--- config.mk ---
export PLATFORM = sky130hd
export DESIGN_NAME = flash_write_guard
export DESIGN_NICKNAME = d
export VERILOG_FILES = /design/src/rtl/flash_guard_pkg.sv /design/src/rtl/flash_guard_timer.sv /design/src/rtl/flash_write_guard.sv
export SDC_FILE = /design/constraint.sdc
export NUM_CORES = 1
export LEC_CHECK = 0
export BUFFER_PORTS_ARGS = -buffer_cell sky130_fd_sc_hd__buf_2
export CORE_MARGIN = 2
export CORE_UTILIZATION = 40
export CTS_BUF_LIST = sky130_fd_sc_hd__clkbuf_8 sky130_fd_sc_hd__clkbuf_16
export DETAILED_ROUTE_END_ITERATION = 8
export PLACE_DENSITY_LB_ADDON = 0.12
export SLEW_MARGIN = 10
export SYNTH_ARGS = -nofsm -noshare
export SYNTH_HDL_FRONTEND = slang
export SYNTH_SLANG_ARGS = --single-unit
--- constraint.sdc ---
create_clock -name m2 -period 2.7 [get_ports m2]
set_input_delay 0.54 -clock m2 [delete_from_list [all_inputs] [get_ports m2]]
set_output_delay 0.54 -clock m2 [all_outputs]
set_load 0.03 [all_outputs]
--- src/rtl/flash_guard_pkg.sv ---
// Shared state encoding, unlock-command constants and widths for the flash write guard.
package flash_guard_pkg;

  localparam int unsigned ADDR_W     = 15;
  localparam int unsigned DATA_W     = 8;
  localparam int unsigned CMD_ADDR_W = 12;
  localparam int unsigned TMR_W      = 16;
  localparam int unsigned STATE_W    = 4;

  typedef enum logic [STATE_W-1:0] {
    ST_IDLE = 4'd0,
    ST_U1   = 4'd1,
    ST_U2   = 4'd2,
    ST_PROG = 4'd3,
    ST_E1   = 4'd4,
    ST_E2   = 4'd5,
    ST_E3   = 4'd6,
    ST_BUSY = 4'd7
  } state_e;

  localparam logic [CMD_ADDR_W-1:0] ADDR_555 = 12'h555;
  localparam logic [CMD_ADDR_W-1:0] ADDR_2AA = 12'h2AA;

  localparam logic [DATA_W-1:0] DATA_AA = 8'hAA;
  localparam logic [DATA_W-1:0] DATA_55 = 8'h55;
  localparam logic [DATA_W-1:0] DATA_A0 = 8'hA0;
  localparam logic [DATA_W-1:0] DATA_80 = 8'h80;
  localparam logic [DATA_W-1:0] DATA_30 = 8'h30;
  localparam logic [DATA_W-1:0] DATA_10 = 8'h10;
  localparam logic [DATA_W-1:0] DATA_F0 = 8'hF0;

  // States in which the inter-write idle timeout runs.
  function automatic logic in_sequence(input state_e s);
    return (s >= ST_U1) && (s <= ST_E3);
  endfunction

endpackage

--- src/rtl/flash_guard_timer.sv ---
// Loadable down-counter shared by the BUSY duration and the mid-sequence idle timeout.
module flash_guard_timer
  import flash_guard_pkg::*;
(
  input  logic             m2,
  input  logic             reset,
  input  logic             load,
  input  logic [TMR_W-1:0] load_val,
  input  logic             dec,
  output logic             zero
);

  logic [TMR_W-1:0] count;

  always_ff @(posedge m2 or posedge reset) begin
    if (reset) begin
      count <= '0;
    end else if (load) begin
      count <= load_val;
    end else if (dec && (count != '0)) begin
      count <= count - TMR_W'(1);
    end
  end

  assign zero = (count == '0);

endmodule

--- src/rtl/flash_write_guard.sv ---
// Gates CPU writes to flash so only well-formed program/erase command sequences get through.
// Optional macro FLASH_GUARD_STATS_EN enables the saturating blocked-write counter.
module flash_write_guard
  import flash_guard_pkg::*;
#(
  parameter int unsigned PROG_BUSY_CYCLES  = 16,
  parameter int unsigned ERASE_BUSY_CYCLES = 4095,
  parameter int unsigned SEQ_TIMEOUT       = 64
) (
  input  logic               m2,
  input  logic               reset,
  input  logic               romsel,
  input  logic               cpu_rw_in,
  input  logic [ADDR_W-1:0]  cpu_addr_in,
  input  logic [DATA_W-1:0]  cpu_data_in,
  input  logic               prg_write_enabled,
  output logic               flash_we_allow,
  output logic               busy,
  output logic [STATE_W-1:0] seq_state,
  output logic               reject_pulse,
  output logic [7:0]         reject_count
);

  state_e                state;
  state_e                state_next;
  logic                  rom_write;
  logic                  match;
  logic                  abort_cmd;
  logic                  tmr_load;
  logic                  tmr_dec;
  logic                  tmr_zero;
  logic [TMR_W-1:0]      tmr_val;
  logic [CMD_ADDR_W-1:0] a;
  logic [DATA_W-1:0]     d;

  // Upper address bits select the flash bank and play no part in the unlock decode.
  logic unused_addr;
  assign unused_addr = &{1'b0, cpu_addr_in[ADDR_W-1:CMD_ADDR_W]};

  assign a         = cpu_addr_in[CMD_ADDR_W-1:0];
  assign d         = cpu_data_in;
  assign rom_write = !romsel && !cpu_rw_in;
  assign abort_cmd = (d == DATA_F0);

  always_comb begin
    match = 1'b0;
    unique case (state)
      ST_IDLE: match = (a == ADDR_555) && (d == DATA_AA);
      ST_U1:   match = (a == ADDR_2AA) && (d == DATA_55);
      ST_U2:   match = (a == ADDR_555) && ((d == DATA_A0) || (d == DATA_80));
      ST_PROG: match = 1'b1;
      ST_E1:   match = (a == ADDR_555) && (d == DATA_AA);
      ST_E2:   match = (a == ADDR_2AA) && (d == DATA_55);
      ST_E3:   match = (d == DATA_30) || ((a == ADDR_555) && (d == DATA_10));
      ST_BUSY: match = 1'b0;
      default: match = 1'b0;
    endcase
  end

  assign flash_we_allow = !reset && prg_write_enabled && rom_write && (match || abort_cmd);
  assign reject_pulse   = !reset && prg_write_enabled && rom_write && !flash_we_allow;

  // Next state and timer control; F0h always returns to IDLE, even mid-BUSY.
  always_comb begin
    state_next = state;
    tmr_load   = 1'b0;
    tmr_dec    = 1'b0;
    tmr_val    = '0;
    if (!prg_write_enabled) begin
      state_next = ST_IDLE;
    end else if (rom_write && abort_cmd) begin
      state_next = ST_IDLE;
    end else if (state == ST_BUSY) begin
      if (tmr_zero) state_next = ST_IDLE;
      else          tmr_dec    = 1'b1;
    end else if (rom_write) begin
      if (!match) begin
        state_next = ST_IDLE;
      end else begin
        tmr_load = 1'b1;
        tmr_val  = TMR_W'(SEQ_TIMEOUT - 1);
        unique case (state)
          ST_IDLE: state_next = ST_U1;
          ST_U1:   state_next = ST_U2;
          ST_U2:   state_next = (d == DATA_A0) ? ST_PROG : ST_E1;
          ST_E1:   state_next = ST_E2;
          ST_E2:   state_next = ST_E3;
          ST_PROG: begin
            state_next = ST_BUSY;
            tmr_val    = TMR_W'(PROG_BUSY_CYCLES - 1);
          end
          ST_E3: begin
            state_next = ST_BUSY;
            tmr_val    = TMR_W'(ERASE_BUSY_CYCLES - 1);
          end
          default: state_next = ST_IDLE;
        endcase
      end
    end else if (in_sequence(state)) begin
      if (tmr_zero) state_next = ST_IDLE;
      else          tmr_dec    = 1'b1;
    end
  end

  always_ff @(posedge m2 or posedge reset) begin
    if (reset) begin
      state <= ST_IDLE;
      busy  <= 1'b0;
    end else begin
      state <= state_next;
      busy  <= (state_next == ST_BUSY);
    end
  end

  assign seq_state = state;

  flash_guard_timer u_timer (
    .m2       (m2),
    .reset    (reset),
    .load     (tmr_load),
    .load_val (tmr_val),
    .dec      (tmr_dec),
    .zero     (tmr_zero)
  );

`ifdef FLASH_GUARD_STATS_EN
  always_ff @(posedge m2 or posedge reset) begin
    if (reset) begin
      reject_count <= '0;
    end else if (reject_pulse && (reject_count != 8'hFF)) begin
      reject_count <= reject_count + 8'd1;
    end
  end
`else
  assign reject_count = '0;
`endif

endmodule

# After elaboration in Yosys (flattened, before gate mapping)
# Cells that the tools add are included.
# word_totals
regBits,21
elab_cells,78
# op_classes
add_sub_neg,1
n_lt_le_gt_ge,2
eq_ne,17
mux,29
reduce_logical,26
# op_table
operator,n
$mux W12,5
$eq A8 B8 Y1 const B,4
$mux W16,2
$mux W4,6
$pmux W12 S2,1
$eq A4 B3 Y1 const B,5
$pmux W3 S6,1
$logic_not A16 Y1,1
$reduce_bool A16 Y1,1
$sub A16 B1 Y16 const B,1
$eq A12 B10 Y1 const B,1
$eq A12 B11 Y1 const B,1
$logic_and A1 B1 Y1,12
$mux W1,11
$eq A4 B2 Y1 const B,2
$eq A8 B5 Y1 const B,1
$eq A8 B6 Y1 const B,1
$eq A8 B7 Y1 const B,1
$mux W3,2
$reduce_or A2 Y1,3
$pmux W1 S5,1
$eq A4 B1 Y1 const B,1
$ge A4 B1 Y1 const B,1
$le A4 B3 Y1 const B,1
other kinds (4),9

# Logic depth before layout (Yosys ltp)
# depth
depth_word,10
mapped_depth,10
depth_no_buf,10

# Modules after synthesis
# A second synthesis with hierarchy kept.
# unflattened
cells_unflattened,215
area_unflattened_um2,1766.7
# modules_own_cells
module,instances,cells_each,area_each_um2
flash_guard_timer,1,122,1034.7
flash_write_guard,1,93,732.0

# Least setup slack after synthesis
# OpenSTA, ideal clock, no wires.
# synth_path
path_type,register to output
startpoint,register state[2] (netlist: seq_state[2])
endpoint,output port flash_we_allow
arrival_ps,2064
setup_slack_ps,96
path_stages_with_launch,7
path_cell_list,dfrtp_1 -> buf_2 -> nand2_1 -> nor4b_1 -> o2111ai_1 -> a21boi_1 -> a21oi_1
# synth_via
elab_chain_len,5
# synth_rtl
item,line,text
"start, declared",flash_write_guard.sv:24,state_e state;
"start signal, assigned",flash_write_guard.sv:110,state <= state_next;
"$eq A4 B3 Y1, or another cell as far along",flash_write_guard.sv:47,unique case (state)
$reduce_or A2 Y1 (no source line),n/a,
$pmux W1 S5 *,flash_write_guard.sv:47,
$logic_or A1 B1 Y1 *,flash_write_guard.sv:60,assign flash_we_allow = !reset && prg_write_enabled && rom_write && (match || abort_cmd);
$logic_and A1 B1 Y1 *,flash_write_guard.sv:60,
"end, declared",flash_write_guard.sv:17,"output logic flash_we_allow,"
# Every way passes the cells marked *; elsewhere a longest branch is shown, timed or not.

# Final worst setup path
# layout_path
startpoint,input port cpu_addr_in[8]
endpoint,output port flash_we_allow
# layout_via
elab_chain_len,6
# layout_rtl
item,line,text
"start, declared",flash_write_guard.sv:14,"input logic [ADDR_W-1:0] cpu_addr_in,"
$eq A12 B11 Y1,n/a,
$logic_and A1 B1 Y1,flash_write_guard.sv:54,ST_E3: match = (d == DATA_30) || ((a == ADDR_555) && (d == DATA_10));
$logic_or A1 B1 Y1,flash_write_guard.sv:54,
$pmux W1 S5 *,flash_write_guard.sv:47,
$logic_or A1 B1 Y1 *,flash_write_guard.sv:60,
$logic_and A1 B1 Y1 *,flash_write_guard.sv:60,
# Marks and branches as above.

==> run metrics <==
gr usage total=0.176; initial antenna violation count=0; die area=4270 sq um; DP HPWL=around 2.8 mm; DR pass1 iterations=4; Primary FF master, synth=dfrtp_1; Final Max Tran Viols=0; worst hold path type=in2async; die width=between 60 and 70 um; Finished Cell Area=1850 sq um; row count=22; TNS Setup=0 ns; share of post-route cells with drive strength above 1=0.306; WL/cell=~14 um; Critical Path Sink Type=output pin; crit path cell chain=buf_2 -> or4b_1 -> nor3_1 -> nand4_1 -> nand3_1 -> a21boi_4 -> a21oi_2 -> clkbuf_4; hold_buf cts=0; Final Hold Viols=0; max-cap violations=0; GPL Wtd Cong=0.870; sequential share of the synthesized area=0.349; run status=finished, final reports clean; nets@finish=roughly 250; clk buf depth=2; starting density of the core=0.414; Root Driver=clkbuf_8; final setup vio count=0; Worst path max stage delay=0.50 ns; Yosys warning count=0; crit path launch type=primary input; area of the multi-input gates=between 900 and 1000 sq um; Final ANT Viol Nets=0; top cell type's share of synthesized area=0.349; worst IR drop on VDD=approximately 0.28 mV; Sequential cell area=between 500 and 600 sq um; register-to-register path setup slack=0.15 ns; Syn Area/Cell=8.59 sq um; final worst slack=0.0680 ns; CP Max Fanout=6; Netlist cell types=50; Req. time, crit path=2.16 ns; vias in the first global route=1,337; PD cells=between 300 and 400 nW/um^2; Commonest cells post-synth=nor2_1 (22), dfrtp_1 (21), nand2_1 (15); htree depth=1; cell area after synthesis=approximately 1500 sq um; Clk pin slew, worst setup/hold paths=0.07 ns; final core utilization=0.510; placed insts=258; f_max=380 MHz; CP Class=in2out; DRC errors left=0; Setup WS pre-CTS=-0.0301 ns; Die Span Y=about 65 um; Seq cells post-synth=21; vias per cell=5.43; Clock Sinks=21; synth top area cells=dfrtp_1 (35%), xnor2_1 (5.8%), nor2_1 (5.5%), a21oi_1 (4.0%), buf_4 (4.0%); Fillers=about 370; CTS Buf Count=3; area grow syn2layout=23.2%; slowest CP cell=or4b_1; total number of vias=1,433; Placement Cell Area=1740 sq um; worst skew pair latency=roughly 0.25 ns; Remaining Overflow, GRT=0; area leader, netlist=dfrtp_1; Gate Count Post-Synth=175; ANT cells=0; Core Box Area=3630 sq um; top-count cell post-synth=nor2_1; Static Leak=around 0.00087 uW; IO Pins=43; first-pass GRT wire length=5.98 mm; Post-Layout Cell Count=264; post-route minimum period=2.63 ns; largest net degree at the start of global routing=22; number of synthesized flops with an enable pin=0; Critical Path AT=roughly 2.1 ns; clock skew=0.00146 ns; crit share post-route=0.975; Async SR Flop Fraction=1.00; DR iter-0 viols=87; # port buffers=31; Routed Wire Length=about 3.6 mm; CTS tree=yes
-- layer usage --
metal	routed length, um	track usage	up-vias	part of all wire
met2	1680	0.290	48	0.46
met5	0	0	-	0
met4	10	0.0156	0	0.0027
li1	-	-	701	-
met3	200	0.0308	2	0.055
met1	1750	0.254	682	0.48
-- where the power goes --
part | internal (uW) | leakage [uW] | switching [uW]
combinational | 25.6 | 0.000562 | 46.0
sequential | 314 | 0.000281 | 0.00279
clock | 101 | 0.0000269 | 92.9
-- worst paths after layout --
kind,depth (start not counted),start,endpoint
max,8,cpu_addr_in[8],flash_we_allow
min,3,reset,u_timer.count[13]
max reg2reg,10,u_timer.count[1],u_timer.count[10]
min reg2reg,2,u_timer.count[14],u_timer.count[14]
max in group asynchronous,3,reset,seq_state[0]
min in group m2,2,u_timer.count[14],u_timer.count[14]
-- logic make-up after synthesis --
logic type,Yosys count,share of synthesized area
compound gates,32,0.133
xor+xnor,15,0.0874
fa+ha+maj,1,0.00832
buf+inv,20,0.0740
flops,21,0.349
other cells,1,0.00249
simple gates,85,0.345
-- timing repair --
action | in CTS | in global routing
setup buffers | 0 | 2
gates resized for setup | 2 | 8
cloned | 0 | 0
endpoints found under the setup margin | 2 | 3
pin swaps | 0 | 1
-- stage by stage --
stage / power [uW] / hold slack [ns]
floorplan: 367 / 0.498
global placement: 388 / 0.523
detailed placement: 389 / 0.533
CTS: 588 / 0.388
global route: 611 / 0.406
finish: 580 / 0.373
-- worst max-delay path: cells and delay by family --
family	cells	cell delay, ns
and+or+nand+nor	4	0.99
AOI/OAI and AO/OA	2	0.26
buffers and inverters	2	0.29
-- cell usage in the layout, fill, tap and decap left out, types with 3 or more instances in the layout --
cell / instances
nor4_2: 3
nand3_1: 4
buf_4: 14
or3_1: 3
xnor2_1: 10
nand2_1: 15
or4_4: 4
a21oi_1: 11
conb_1: 8
inv_1: 6
clkbuf_8: 3
xor2_1: 5
nor2_1: 22
o21ai_0: 4
dfrtp_1: 20
nor3_1: 6
buf_2: 30
-- state kept, by name, indices dropped and copies added, names as in the netlist --
register       flops
busy               1
seq_state          4
u_timer.count     16
-- layout make-up --
type / count / share of cell area
Timing Repair Buffer: 45 / 0.142
Sequential cell: 21 / 0.284
Clock inverter: 1 / 0.00203
Multi-Input combinational cell: 141 / 0.507
Inverter: 5 / 0.0101
Tap cell: 48 / 0.0324
Clock buffer: 3 / 0.0223
No activity file was read; power rests on OpenSTA's default activity.
